File: src/rtl/crc_check_pkg.sv
`default_nettype none
// ----------------------------------------------------------------------------
// crc_check_pkg : shared CRC-16 width, tap positions and checker FSM states
// Revision 1.0
// ----------------------------------------------------------------------------
package crc_check_pkg;

  localparam int         c_CRC_WIDTH = 16;
  localparam int         c_TAP_LO    = 5;
  localparam int         c_TAP_HI    = 12;
  localparam logic [4:0] c_CRC_BITS  = 5'd16;

  typedef enum logic [1:0] {
    IDLE    = 2'd0,
    PAYLOAD = 2'd1,
    CHECK   = 2'd2
  } state_t;

endpackage
`default_nettype wire

File: src/rtl/crc16_lfsr_step.sv
`default_nettype none
// ----------------------------------------------------------------------------
// crc16_lfsr_step : one-bit combinational advance of the CRC-16 LFSR
// Revision 1.0
// ----------------------------------------------------------------------------
module crc16_lfsr_step
  import crc_check_pkg::*;
(
  input  logic [c_CRC_WIDTH-1:0] lfsr,
  input  logic                   DATA,
  output logic [c_CRC_WIDTH-1:0] lfsr_next
);

  logic w_fb;

  assign w_fb = DATA ^ lfsr[0];

  always_comb begin
    lfsr_next           = {lfsr[c_CRC_WIDTH-2:0], w_fb};
    lfsr_next[c_TAP_LO] = lfsr[c_TAP_LO-1] ^ w_fb;
    lfsr_next[c_TAP_HI] = lfsr[c_TAP_HI-1] ^ w_fb;
  end

endmodule
`default_nettype wire

File: src/rtl/crc_check.sv
`default_nettype none
// ----------------------------------------------------------------------------
// crc_check : serial CRC-16 frame checker (payload bits, then received CRC)
// Revision 1.0
// ----------------------------------------------------------------------------
module crc_check
  import crc_check_pkg::*;
#(
  parameter logic [c_CRC_WIDTH-1:0] SEED = 16'h0000
) (
  input  logic                   CLK,
  input  logic                   RST,
  input  logic                   DATA,
  input  logic                   DATA_EN,
  input  logic                   CRC_EN,
  output logic                   Valid,
  output logic                   crc_ok,
  output logic                   crc_err,
  output logic                   busy,
  output logic [c_CRC_WIDTH-1:0] calc_crc,
  output logic [c_CRC_WIDTH-1:0] rx_crc
);

  state_t                 r_state, w_state_next;
  logic [c_CRC_WIDTH-1:0] r_lfsr, w_lfsr_next;
  logic [4:0]             r_count, w_count_next;
  logic                   r_valid, w_valid_next;
  logic                   r_ok, w_ok_next;
  logic                   r_err, w_err_next;
  logic [c_CRC_WIDTH-1:0] r_calc, w_calc_next;
  logic [c_CRC_WIDTH-1:0] r_rx, w_rx_next;

  logic [c_CRC_WIDTH-1:0] w_step_in, w_step_out, w_rx_shift;

  // Outside PAYLOAD a payload bit always starts a fresh frame from SEED.
  assign w_step_in  = (r_state == PAYLOAD) ? r_lfsr : SEED;
  assign w_rx_shift = {r_rx[c_CRC_WIDTH-2:0], DATA};

  crc16_lfsr_step u_step (
    .lfsr      (w_step_in),
    .DATA      (DATA),
    .lfsr_next (w_step_out)
  );

  always_ff @(posedge CLK) begin
    if (RST) begin
      r_state <= IDLE;
      r_lfsr  <= SEED;
      r_count <= 5'd0;
      r_valid <= 1'b0;
      r_ok    <= 1'b0;
      r_err   <= 1'b0;
      r_calc  <= '0;
      r_rx    <= '0;
    end else begin
      r_state <= w_state_next;
      r_lfsr  <= w_lfsr_next;
      r_count <= w_count_next;
      r_valid <= w_valid_next;
      r_ok    <= w_ok_next;
      r_err   <= w_err_next;
      r_calc  <= w_calc_next;
      r_rx    <= w_rx_next;
    end
  end

  always_comb begin
    w_state_next = r_state;
    w_lfsr_next  = r_lfsr;
    w_count_next = r_count;
    w_valid_next = 1'b0;
    w_ok_next    = r_ok;
    w_err_next   = r_err;
    w_calc_next  = r_calc;
    w_rx_next    = r_rx;

    case (r_state)
      IDLE: begin
        if (DATA_EN) begin
          w_lfsr_next  = w_step_out;
          w_ok_next    = 1'b0;
          w_err_next   = 1'b0;
          w_rx_next    = '0;
          w_count_next = 5'd0;
          w_state_next = PAYLOAD;
        end else if (CRC_EN) begin
          w_ok_next    = 1'b0;
          w_err_next   = 1'b0;
          w_calc_next  = SEED;
          w_rx_next    = {{(c_CRC_WIDTH-1){1'b0}}, DATA};
          w_count_next = 5'd1;
          w_state_next = CHECK;
        end
      end

      PAYLOAD: begin
        if (DATA_EN) begin
          w_lfsr_next = w_step_out;
        end else if (CRC_EN) begin
          w_calc_next  = r_lfsr;
          w_rx_next    = w_rx_shift;
          w_count_next = 5'd1;
          w_state_next = CHECK;
        end
      end

      CHECK: begin
        if (DATA_EN) begin
          // Abort: report the broken frame and treat this bit as the new frame's first.
          w_valid_next = 1'b1;
          w_ok_next    = 1'b0;
          w_err_next   = 1'b1;
          w_lfsr_next  = w_step_out;
          w_count_next = 5'd0;
          w_state_next = PAYLOAD;
        end else if (CRC_EN) begin
          w_rx_next    = w_rx_shift;
          w_count_next = r_count + 5'd1;
          if (r_count == c_CRC_BITS - 5'd1) begin
            w_valid_next = 1'b1;
            w_ok_next    = (w_rx_shift == r_calc);
            w_err_next   = (w_rx_shift != r_calc);
            w_lfsr_next  = SEED;
            w_state_next = IDLE;
          end
        end
      end

      default: begin
        w_state_next = IDLE;
        w_lfsr_next  = SEED;
        w_count_next = 5'd0;
      end
    endcase
  end

  assign Valid    = r_valid;
  assign crc_ok   = r_ok;
  assign crc_err  = r_err;
  assign busy     = (r_state == PAYLOAD) || (r_state == CHECK);
  assign calc_crc = r_calc;
  assign rx_crc   = r_rx;

endmodule
`default_nettype wire

File: config.mk
export PLATFORM = sky130hd
export DESIGN_NAME = crc_check
export DESIGN_NICKNAME = d
export VERILOG_FILES = /design/src/rtl/crc_check_pkg.sv /design/src/rtl/crc16_lfsr_step.sv /design/src/rtl/crc_check.sv
export SDC_FILE = /design/constraint.sdc
export NUM_CORES = 1
export LEC_CHECK = 0
export CORE_MARGIN = 5
export CORE_UTILIZATION = 58
export DETAILED_ROUTE_END_ITERATION = 8
export PLACE_DENSITY = 0.85
export SLEW_MARGIN = 20
export SYNTH_ARGS = -nofsm -noshare
export SYNTH_HDL_FRONTEND = slang
export SYNTH_HIERARCHICAL = 1
export SYNTH_SLANG_ARGS = --single-unit
File: constraint.sdc
create_clock -name CLK -period 3.4 [get_ports CLK]
set_input_delay 0.34 -clock CLK [delete_from_list [all_inputs] [get_ports CLK]]
set_output_delay 0.34 -clock CLK [all_outputs]
set_load 0.01 [all_outputs]
**Yosys cells after proc, flatten, opt, wreduce, memory -nomap -nowiden**

Cells that the tools add are included.

- Bits in registers: 58
- Latch bits: 0
- RAM bits: 0
- Memory bits (read-only): 0
- Bits of input ports: 5
- Output and inout port bits: 36
- Word-level logic and storage cells: 84
- Memories: 0

- Add/sub/neg operators: 1
- $mul: 0
- Divide/modulo/power cells: 0
- Magnitude comparators: 0
- Equality and inequality tests: 15
- Shift-type cells: 0
- Mux-type cells: 42
- Bitwise gates (word level): 4
- Reduce and logical (&&, ||, !) cells: 14

Operators with widths:

| kind | number |
|---|---|
| $mux W16 | 12 |
| $pmux W16 S2 | 3 |
| $mux W5 | 5 |
| $eq A16 B16 Y1 | 1 |
| $ne A16 B16 Y1 | 1 |
| $mux W15 | 1 |
| $pmux W5 S3 | 1 |
| $mux W2 | 6 |
| $mux W1 | 11 |
| $ne A2 B2 Y1 const B | 5 |
| $ne A3 B3 Y1 const B | 3 |
| $reduce_and A4 Y1 | 2 |
| $pmux W2 S3 | 1 |
| $reduce_and A3 Y1 | 2 |
| $reduce_bool A2 Y1 | 3 |
| $reduce_or A2 Y1 | 3 |
| $add A5 B1 Y5 const B | 1 |
| $eq A5 B4 Y1 const B | 1 |
| $reduce_and A5 Y1 | 1 |
| $ne A2 B1 Y1 const B | 2 |
| $pmux W1 S2 | 2 |
| $xor A1 B1 Y1 | 3 |
| $eq A2 B1 Y1 const B | 1 |
| $eq A2 B2 Y1 const B | 1 |
| 4 further kinds | 4 |

**Longest topological paths before layout**

Gate-level depths: netlist of the first run.

- Depth after elaboration: 6
- Mapped depth: 9
- Mapped depth without buffers: 8

**Cells and area by module**

The synthesis of the first run kept the hierarchy.

Modules (own cells, without submodules):

| module | instances | cells each | area an instance (um^2) | sequential area each (um^2) |
|---|---|---|---|---|
| crc_check | 1 | 299 | 2576.2 | 1161.1 |
| crc16_lfsr_step | 1 | 17 | 161.4 | 0.0 |

**Least setup slack after synthesis of the first run**

No wires, ideal clock.

- Path kind: reg-to-reg
- Start: register r_state[1]
- End: register r_lfsr[5]
- Setup time: 0.132 ns
- Data arrival time: 1.790 ns
- Data required time: 3.268 ns
- Path slack: 1.478 ns
- Stages on the path, launching flop included: 9
- Path buffers: 2
- Period minus slack after synthesis: 1.922 ns
- Path through: dfxtp_1 > inv_1 > ha_1 > clkbuf_1 > clkbuf_1 > and2_1 > xor3_1 > nand3_1 > a21oi_1

- Word-level cells in the longest chain between the ends: 6
- Elaborated cells between the ends (all ways): 14
- Classes of those cells: eq/ne (5); mux (4); bitwise (2); reduce/logical (3)

Ends and longest elaborated chain:

| what | RTL line | text |
|---|---|---|
| start: declaration | crc_check.sv:24 | `state_t r_state, w_state_next;` |
| start signal: assignment | crc_check.sv:56 | `r_state <= w_state_next;` |
| $eq A2 B1 Y1 * | crc_check.sv:36 | `assign w_step_in = (r_state == PAYLOAD) ? r_lfsr : SEED;` |
| $mux W15 * | crc_check.sv:36 |  |
| $xor A1 B1 Y1 | crc16_lfsr_step.sv:16 | `assign w_fb = DATA ^ lfsr[0];` |
| $xor A1 B1 Y1 * | crc16_lfsr_step.sv:20 | `lfsr_next[c_TAP_LO] = lfsr[c_TAP_LO-1] ^ w_fb;` |
| named net w_step_out[5] | crc_check.sv:33 | `logic [c_CRC_WIDTH-1:0] w_step_in, w_step_out, w_rx_shift;` |
| $mux W16, on equally long branches | crc_check.sv:108, crc_check.sv:79, crc_check.sv:97 |  |
| $pmux W16 S2 * | crc_check.sv:77 | `case (r_state)` |
| end signal: assignment | crc_check.sv:57 | `r_lfsr <= w_lfsr_next;` |
| end: declaration | crc_check.sv:25 | `logic [c_CRC_WIDTH-1:0] r_lfsr, w_lfsr_next;` |

The timed path passes the listed nets; every way through them passes the cells marked *. The select of a mux whose other input is x is not followed.
A chain may end at the register's enable or synchronous reset.

**Worst setup path in the final report of the first run**

- Start: register r_state[1]
- End: register r_calc[12] (netlist: calc_crc[12])

- Word-level cells in the longest chain between the ends: 3
- Elaborated cells between the ends (all ways): 9
- Classes of those cells: eq/ne (5); mux (1); reduce/logical (3)

Ends and longest elaborated chain:

| what | RTL line | text |
|---|---|---|
| $eq A2 B1 Y1 or $logic_not A2 Y1 (tied branches) | crc_check.sv:77 |  |
| $ne A2 B2 Y1 (no line) or $reduce_bool A2 Y1 (tied branches) | - |  |
| $reduce_and A5 Y1 (no line) | - |  |
| end signal: assignment | crc_check.sv:62 | `r_calc <= w_calc_next;` |
| end: declaration | crc_check.sv:30 | `logic [c_CRC_WIDTH-1:0] r_calc, w_calc_next;` |

Parallel ways exist; a longest one is shown, timed or not.

==> impl_metrics.env, run 1 <==
export IMPL_outcome="finished, final reports clean"
export IMPL_drive_gt1_share_pct=7.12
export IMPL_critical_path_endpoint_type="flip-flop"
export IMPL_coreArea_um2=4660
export IMPL_post_synth_cell_area_avg_um2=8.67
export IMPL_postLayoutCoreUtil_pct=68.7
export IMPL_cp_required_ns=3.66
export IMPL_route_met2_wl_mm=3.02
export IMPL_postSynthCellCount=315
export IMPL_dr_pass1_iters=5
export IMPL_top_layer="met4"
export IMPL_maximum_capacitance_violations=0
export IMPL_synth_cell_area_um2=2730
export IMPL_commonest_cells_after_routing_fill_and_taps_aside="sky130_fd_sc_hd__dfxtp_1, sky130_fd_sc_hd__nor2_1, sky130_fd_sc_hd__clkdlybuf4s50_1, sky130_fd_sc_hd__a22oi_1, sky130_fd_sc_hd__a21oi_1"
export IMPL_dp_final_hpwl_mm=4.17
export IMPL_cp_start_kind="flip-flop"
export IMPL_grt_max_degree=59
export IMPL_worstHoldPathType="reg2reg"
export IMPL_tritoncts="done"
export IMPL_remaining_drc_errors=0
export IMPL_worst_pin_slew_ns=1.05
export IMPL_drt_antenna_violating_nets=0
export IMPL_area_growth_synth_to_finish_pct=17.2
export IMPL_cts_sink_count=58
export IMPL_die_width_um=78.6
export IMPL_fin_tns_setup_ns=0
export IMPL_worst_ir_drop_vdd_uv=264
export IMPL_grt_setup_unrepaired="no"
export IMPL_finish_instance_area_um2=3200
export IMPL_hold_slack_ns=0.456
export IMPL_grt_pass1_vias=2108
export IMPL_grt_pass1_wl_mm=10.3
export IMPL_clk_pin_slew_worst_paths_ns=0.06
export IMPL_numCtsBuffers=9
export IMPL_met1Wirelength_mm=2.70
export IMPL_detailroute_via_count=2287
export IMPL_clock_insertion_delay_worst_skew_ns=0.33
export IMPL_root_buffer="sky130_fd_sc_hd__clkbuf_8"
export IMPL_cp_max_fo=22
export IMPL_mostFrequentLayoutCell="sky130_fd_sc_hd__dfxtp_1"
export IMPL_wl_mm=6.28
export IMPL_antenna_found_initial=0
export IMPL_synthesis_yosys_warnings=6
export IMPL_synth_net_count=326
export IMPL_power_static_leakage_nw=1.24
export IMPL_ctsLongestPathBuffers=2
export IMPL_min_period_over_period_pct=66.4
export IMPL_placementRows=25
export IMPL_detailroute_wirelength_met3_um=377
export IMPL_layout_setup_ws_ns=1.14
export IMPL_grt_overflow=0
export IMPL_fin_nets=344
export IMPL_max_clock_freq_ghz=0.443
export IMPL_cts_resized=0
export IMPL_pre_cts_slack_ns=1.06
export IMPL_timing_critical_path_arrival_ns=2.52
export IMPL_finalSetupViolations=0
export IMPL_relSlewSlack_pct=29.4
export IMPL_io_pin_count=41
export IMPL_die_area_um2=6180
export IMPL_mean_number_of_vias_per_cell=5.85
export IMPL_global_route_usage_total_pct=21.6
export IMPL_starting_density_of_the_core_pct=58.6
export IMPL_min_tclk_post_route_ns=2.26
export IMPL_routabilityCongestion=0.878
export IMPL_post_cts_hold_buffer_count=0
export IMPL_finalClockSkew_ns=0.00661
export IMPL_power_density_nw_per_um2=484
export IMPL_die_y_um=78.6
export IMPL_diodes=0
export IMPL_htree_levels=3
export IMPL_placement_cell_area_um2=2990
export IMPL_slew_viol_final=0
export IMPL_routedWlPerCell_um=16.1
export IMPL_drtIter0Drc=244
export IMPL_timing_worst_setup_path_type="reg2reg"
export IMPL_portBuffers=40
export IMPL_cts_setup_buffers=0
export IMPL_hold_viol=0
[worst max-delay path: stages, from the launching register on]
cell and delay (ns):
sky130_fd_sc_hd__dfxtp_1 0.38, sky130_fd_sc_hd__inv_1 0.09, sky130_fd_sc_hd__ha_1 0.42, sky130_fd_sc_hd__o21ai_1 0.92, sky130_fd_sc_hd__a22oi_1 0.23, sky130_fd_sc_hd__nor2_1 0.14
[sequential cells by signal, summed over array words and instances, names as in the netlist]
signal	count
crc_ok	1
Valid	1
r_state	2
calc_crc	16
crc_err	1
rx_crc	16
r_count	5
r_lfsr	16
[layer usage]
| metal | vias up | GRT usage, % |
|---|---|---|
| met3 | 17 | 4.59 |
| li1 | 1110 | - |
| met2 | 62 | 33.1 |
| met5 | - | 0 |
| met1 | 1098 | 27.8 |
| met4 | 0 | 12.8 |
[through the flow]
stage,cells,power [mW]
after CTS,391,1.56
after global routing,391,1.61
after floorplan,315,0.873
after detailed placement,376,0.914
after global placement,376,0.912
final,391,1.55
[area by class of cell]
class,instances,area (um2)
Fill cell,366,1460
Multi-Input combinational cell,218,1350
Sequential cell,58,1160
Timing Repair Buffer,40,395
Clock buffer,13,169
Tap cell,54,67.6
Clock inverter,2,35.0
Inverter,6,22.5
[power breakdown]
group	leakage, nW	internal, mW	total (mW)	switching [mW]
clock	0.106	0.393	0.643	0.250
combinational	0.665	0.0632	0.202	0.139
sequential	0.468	0.692	0.704	0.0120
[path summary, 6_finish.rpt]
check	startpoint	to	slack, ns	depth (start not counted)
hold / removal	r_lfsr[15]	r_lfsr[15]	0.46	2
setup reg to reg	r_state[1]	calc_crc[12]	1.14	5
setup / recovery	r_state[1]	calc_crc[12]	1.14	5
hold reg to reg	r_lfsr[15]	r_lfsr[15]	0.46	2
Power figures use the tool's default switching activity.
==> inputs of run 2 (changes only) <==
--- a/config.mk
+++ b/config.mk
@@ -6,9 +6,9 @@
 export NUM_CORES = 1
 export LEC_CHECK = 0
 export CORE_MARGIN = 5
-export CORE_UTILIZATION = 58
+export CORE_UTILIZATION = 48
 export DETAILED_ROUTE_END_ITERATION = 8
-export PLACE_DENSITY = 0.85
+export PLACE_DENSITY = 0.75
 export SLEW_MARGIN = 20
 export SYNTH_ARGS = -nofsm -noshare
 export SYNTH_HDL_FRONTEND = slang
==> constraint.sdc (replaced) <==
create_clock -name CLK -period 1.9 [get_ports CLK]
set_input_delay 0.19 -clock CLK [delete_from_list [all_inputs] [get_ports CLK]]
set_output_delay 0.19 -clock CLK [all_outputs]
set_load 0.01 [all_outputs]
==> impl_metrics.env, run 2 (same netlist as run 1, synthesis figures left out) <==
export IMPL_largest_incremental_delay_on_the_critical_path_ns=0.53
export IMPL_grt_pass1_wl_mm=10.9
export IMPL_placementRows=27
export IMPL_post_cts_hold_buffer_count=0
export IMPL_regArea_um2=1160
export IMPL_wl_mm=6.41
export IMPL_drtIter0Drc=187
export IMPL_worstHoldPathType="in2reg"
export IMPL_dr_pass1_iters=5
export IMPL_area_growth_synth_to_finish_pct=26.9
export IMPL_timing_critical_path_arrival_ns=1.61
export IMPL_portBuffers=40
export IMPL_slew_viol_final=0
export IMPL_grt_max_degree=37
export IMPL_fillers=437
export IMPL_mean_number_of_vias_per_cell=5.49
export IMPL_cp_start_kind="flip-flop"
export IMPL_power_density_nw_per_um2=877
export IMPL_hold_slack_ns=0.297
export IMPL_routedWlPerCell_um=15.2
export IMPL_tritoncts="done"
export IMPL_coreArea_um2=5510
export IMPL_drive_gt1_share_pct=13.7
export IMPL_cts_setup_buffers=0
export IMPL_finalSetupViolations=0
export IMPL_root_buffer="sky130_fd_sc_hd__clkbuf_8"
export IMPL_die_y_um=85.4
export IMPL_worstPathCellList="inv_1, ha_4, clkdlybuf4s50_1"
export IMPL_grt_setup_unrepaired="no"
export IMPL_layout_setup_ws_ns=0.0964
export IMPL_min_tclk_post_route_ns=1.80
export IMPL_die_width_um=85.4
export IMPL_worst_ir_drop_vdd_uv=579
export IMPL_global_route_usage_total_pct=18.5
export IMPL_die_area_um2=7300
export IMPL_finalClockSkew_ns=0.00875
export IMPL_multi_input_area_um2=1390
export IMPL_r2r_worst_path_cells=7
export IMPL_fin_tns_setup_ns=0
export IMPL_pre_cts_slack_ns=0.0287
export IMPL_cp_required_ns=1.71
export IMPL_clock_insertion_delay_worst_skew_ns=0.34
export IMPL_max_clock_freq_ghz=0.554
export IMPL_min_path_cells=2
export IMPL_commonest_cells_after_routing_fill_and_taps_aside="sky130_fd_sc_hd__dfxtp_1, sky130_fd_sc_hd__nor2_1, sky130_fd_sc_hd__clkdlybuf4s50_1, sky130_fd_sc_hd__a22oi_1, sky130_fd_sc_hd__a21oi_1"
export IMPL_mostFrequentLayoutCell="sky130_fd_sc_hd__dfxtp_1"
export IMPL_starting_density_of_the_core_pct=49.6
export IMPL_clk_pin_slew_worst_paths_ns=0.06
export IMPL_critical_path_endpoint_type="output port"
export IMPL_numCtsBuffers=9
export IMPL_timing_worst_setup_path_type="reg2out"
export IMPL_hold_viol=0
export IMPL_grt_overflow=0
export IMPL_routabilityCongestion=0.847
export IMPL_grt_pass1_vias=2178
export IMPL_relSlewSlack_pct=63.2
export IMPL_outcome="finished, final reports clean"
export IMPL_min_period_over_period_pct=94.9
export IMPL_maximum_capacitance_violations=0
export IMPL_ctsLongestPathBuffers=2
export IMPL_worst_pin_slew_ns=0.552
export IMPL_detailroute_via_count=2322
export IMPL_diodes=0
export IMPL_io_pin_count=41
export IMPL_htree_levels=3
export IMPL_cts_sink_count=58
export IMPL_slowest_stage="sky130_fd_sc_hd__clkdlybuf4s50_1"
export IMPL_antenna_found_initial=0
export IMPL_fin_nets=357
export IMPL_cp_max_fo=5
export IMPL_remaining_drc_errors=0
export IMPL_drt_antenna_violating_nets=0
export IMPL_power_static_leakage_nw=1.33
export IMPL_dp_final_hpwl_mm=4.34
-- run 2: per-layer routing --
metal | share of wire, % | vias up | global-route usage [%]
li1 | - | 1142 | -
met1 | 46 | 1123 | 24.3
met2 | 48 | 49 | 29.0
met3 | 4.9 | 8 | 6.02
met4 | 1.1 | 0 | 5.61
met5 | 0 | - | 0
-- run 2: worst max-delay path: cells and delay by family (launching register included) --
| kind | cells | cell delay, ns |
|---|---|---|
| DFF | 1 | 0.36 |
| buffers and inverters | 2 | 0.62 |
| adders and majority gates | 1 | 0.30 |
-- run 2: final cells by class --
cell class	instances	share of cell area [%]
sequential	58	33.6
inverter	6	0.650
clock buffer	10	3.97
clock inverter	6	2.56
timing repair buffer	53	16.5
tap	72	2.60
multi-input combinational	218	40.1
-- run 2: through the flow --
stage / utilization [%] / std cells / power, mW / area [um2]
2_1_floorplan: - / 315 / 1.56 / 2730
3_3_place_gp: 57.6 / 406 / 1.72 / 3170
3_5_place_dp: 57.6 / 406 / 1.72 / 3170
4_1_cts: 61.9 / 422 / 3.02 / 3410
5_1_grt: 62.9 / 423 / 3.17 / 3470
6_report: 62.9 / 423 / 3.04 / 3470
-- run 2: worst paths after layout --
check                end        from  slack, ns
min reg2reg   r_lfsr[15]  r_lfsr[15]       0.46
max reg2reg       crc_ok  r_count[0]       0.14
min          calc_crc[1]         RST       0.30
max                 busy  r_state[0]        0.1
-- run 2: timing repair --
item | 4_1_cts | 5_1_grt
gates resized for setup | 1 | 11
cloned | 0 | 1
setup endpoints to repair | 1 | 21
pin swaps | 0 | 2
-- run 2: power by group --
part / leakage [nW] / total (mW) / internal, mW / switching (mW)
registers: 0.469 / 1.26 / 1.24 / 0.0181
logic: 0.755 / 0.490 / 0.213 / 0.278
clock network: 0.109 / 1.29 / 0.775 / 0.519
==> inputs of run 3 (changes only) <==
--- a/config.mk
+++ b/config.mk
@@ -5,10 +5,11 @@
 export SDC_FILE = /design/constraint.sdc
 export NUM_CORES = 1
 export LEC_CHECK = 0
+export ABC_AREA = 1
 export CORE_MARGIN = 5
-export CORE_UTILIZATION = 48
+export CORE_UTILIZATION = 49
 export DETAILED_ROUTE_END_ITERATION = 8
-export PLACE_DENSITY = 0.75
+export PLACE_DENSITY = 0.76
 export SLEW_MARGIN = 20
 export SYNTH_ARGS = -nofsm -noshare
 export SYNTH_HDL_FRONTEND = slang
==> impl_metrics.env, run 3 <==
export IMPL_outcome="finished, final reports clean"
export IMPL_mostFrequentLayoutCell="sky130_fd_sc_hd__nand2_1"
export IMPL_postSynthCellCount=407
export IMPL_die_y_um=86.5
export IMPL_grt_max_degree=27
export IMPL_dp_final_hpwl_mm=4.77
export IMPL_regArea_um2=1160
export IMPL_routabilityCongestion=0.816
export IMPL_worstHoldPathType="reg2reg"
export IMPL_power_density_nw_per_um2=936
export IMPL_clk_pin_slew_worst_paths_ns=0.07
export IMPL_timing_critical_path_arrival_ns=2.01
export IMPL_remaining_drc_errors=0
export IMPL_p_sw_share_pct=34.7
export IMPL_diodes=0
export IMPL_power_static_leakage_nw=1.41
export IMPL_coreArea_um2=5610
export IMPL_global_route_usage_total_pct=19.2
export IMPL_logic_gate_share_of_total_power_pct=27.1
export IMPL_drtIter0Drc=184
export IMPL_drive_gt1_share_pct=8.16
export IMPL_fillers=511
export IMPL_relSlewSlack_pct=65.7
export IMPL_timing_worst_setup_path_type="reg2reg"
export IMPL_commonest_cells_after_routing_fill_and_taps_aside="sky130_fd_sc_hd__nand2_1, sky130_fd_sc_hd__inv_1, sky130_fd_sc_hd__dfxtp_1, sky130_fd_sc_hd__a21oi_1, sky130_fd_sc_hd__clkdlybuf4s50_1"
export IMPL_synthesis_yosys_warnings=6
export IMPL_cts_sink_count=58
export IMPL_synth_net_count=418
export IMPL_placementRows=27
export IMPL_die_width_um=86.5
export IMPL_cp_required_ns=2.17
export IMPL_grt_pass1_wl_mm=11.5
export IMPL_drt_antenna_violating_nets=0
export IMPL_slew_viol_final=0
export IMPL_pre_cts_slack_ns=0.0600
export IMPL_portBuffers=40
export IMPL_detailroute_via_count=2615
export IMPL_numCtsBuffers=9
export IMPL_mean_number_of_vias_per_cell=5.10
export IMPL_hold_viol=0
export IMPL_layout_setup_ws_ns=0.161
export IMPL_sequentialPowerShare_pct=42.4
export IMPL_antenna_found_initial=0
export IMPL_grt_pass1_vias=2419
export IMPL_io_pin_count=41
export IMPL_post_cts_hold_buffer_count=0
export IMPL_cp_max_fo=16
export IMPL_yosys_cell_count_top_type="sky130_fd_sc_hd__nand2_1"
export IMPL_synth_top_cells_by_area="sky130_fd_sc_hd__dfxtp_1, sky130_fd_sc_hd__nand2_1, sky130_fd_sc_hd__inv_1"
export IMPL_synth_cell_types=29
export IMPL_post_synth_cell_area_avg_um2=7.05
export IMPL_dr_pass1_iters=4
export IMPL_finalClockSkew_ns=0.00827
export IMPL_sequential_share_of_the_synthesized_area_pct=40.5
export IMPL_wl_mm=6.73
export IMPL_synth_edff_count=0
export IMPL_cts_setup_buffers=0
export IMPL_tritoncts="done"
export IMPL_ctsLongestPathBuffers=2
export IMPL_maximum_capacitance_violations=0
export IMPL_min_period_over_period_pct=91.5
export IMPL_area_growth_synth_to_finish_pct=20.1
export IMPL_worst_pin_slew_ns=0.515
export IMPL_fin_tns_setup_ns=0
export IMPL_finalSetupViolations=0
export IMPL_cp_start_kind="flip-flop"
export IMPL_synth_cell_area_um2=2870
export IMPL_fin_nets=447
export IMPL_switching_power_mw=1.12
export IMPL_htree_levels=3
export IMPL_worst_ir_drop_vdd_uv=607
export IMPL_die_area_um2=7480
export IMPL_synth_top_cell_area_share_pct=40.5
export IMPL_multi_input_area_um2=1320
export IMPL_synth_commonest_cells="sky130_fd_sc_hd__nand2_1, sky130_fd_sc_hd__dfxtp_1, sky130_fd_sc_hd__inv_1"
export IMPL_min_tclk_post_route_ns=1.74
export IMPL_ys_seq_elements=58
export IMPL_dominantRegCellSynth="sky130_fd_sc_hd__dfxtp_1"
export IMPL_p_int_mw=2.11
export IMPL_async_reset_ff_share_pct=0
export IMPL_grt_setup_unrepaired="no"
export IMPL_max_clock_freq_ghz=0.575
export IMPL_root_buffer="sky130_fd_sc_hd__clkbuf_8"
export IMPL_starting_density_of_the_core_pct=51.1
export IMPL_synth_top_area_cell="sky130_fd_sc_hd__dfxtp_1"
export IMPL_grt_overflow=0
export IMPL_routedWlPerCell_um=13.1
export IMPL_critical_path_endpoint_type="flip-flop"
export IMPL_share_of_power_burned_in_the_clock_network_pct=30.5
export IMPL_clock_insertion_delay_worst_skew_ns=0.33
export IMPL_postLayoutCoreUtil_pct=61.4
-- run 3: final timing paths --
kind              start        end  slack [ns]  cells after the start
min reg2reg   r_lfsr[8]  r_lfsr[8]        0.47                      2
max reg2reg  r_state[1]  r_lfsr[5]        0.16                     11
min           r_lfsr[8]  r_lfsr[8]        0.47                      2
max          r_state[1]  r_lfsr[5]        0.16                     11
-- run 3: layout make-up --
| class | instances | share of cell area [%] |
|---|---|---|
| Tap cell | 72 | 2.62 |
| Multi-Input combinational cell | 258 | 38.2 |
| Clock inverter | 5 | 0.872 |
| Inverter | 61 | 6.79 |
| Clock buffer | 11 | 4.10 |
| Timing Repair Buffer | 48 | 13.7 |
| Sequential cell | 58 | 33.7 |
-- run 3: metrics by stage --
stage | hold WS [ns] | instances | instance area [um2] | total power [mW]
2_1_floorplan | 0.389 | 407 | 2870 | 1.96
3_3_place_gp | 0.453 | 497 | 3250 | 2.24
3_5_place_dp | 0.456 | 497 | 3250 | 2.25
4_1_cts | 0.467 | 513 | 3420 | 3.24
5_1_grt | 0.490 | 513 | 3440 | 3.42
6_report | 0.467 | 513 | 3440 | 3.22
-- run 3: routing by layer --
metal  GRT usage [%]  vias to the layer above  part of all wire (%)
met5               0                        -                     0
met4            6.37                        0                   1.3
met3            5.80                       10                   5.1
met2            32.1                       57                    52
met1            23.6                     1191                    42
li1                -                     1357                     -
-- run 3: cell families (layout without fill, tap and decap cells) --
kind of cell | count (synthesis) | count (layout) | synth area share [%]
buffers and inverters | 91 | 125 | 14.4
flip-flops | 58 | 58 | 40.5
XOR/XNOR | 5 | 5 | 1.53
AO/OA/AOI/OAI | 92 | 92 | 18.5
AND/OR/NAND/NOR | 155 | 155 | 22.5
adder cells (fa/ha/maj) | 6 | 6 | 2.62
-- run 3: repair_timing --
action                                  4_1_cts  5_1_grt
hold endpoints to repair                      0        0
resized for setup                             1        7
endpoints found under the setup margin        1       24
-- run 3: worst max-delay path, stage by stage, from the launching register on --
cell and delay (ns):
sky130_fd_sc_hd__dfxtp_1 0.34, sky130_fd_sc_hd__inv_1 0.08, sky130_fd_sc_hd__ha_1 0.23, sky130_fd_sc_hd__buf_4 0.26
sky130_fd_sc_hd__nand2_1 0.07, sky130_fd_sc_hd__inv_1 0.15, sky130_fd_sc_hd__inv_1 0.07, sky130_fd_sc_hd__nand2_1 0.11
sky130_fd_sc_hd__nand3_1 0.09, sky130_fd_sc_hd__nand2_1 0.07, sky130_fd_sc_hd__nand3_1 0.07, sky130_fd_sc_hd__a21oi_1 0.14
-- run 3: power groups by stage --
stage          logic, mW  clock network (mW)  registers [mW]
2_1_floorplan      0.559                   0            1.40
3_3_place_gp       0.847                   0            1.39
3_5_place_dp       0.857                   0            1.40
4_1_cts            0.855                1.01            1.37
5_1_grt            0.970                1.07            1.38
6_report           0.872               0.984            1.37
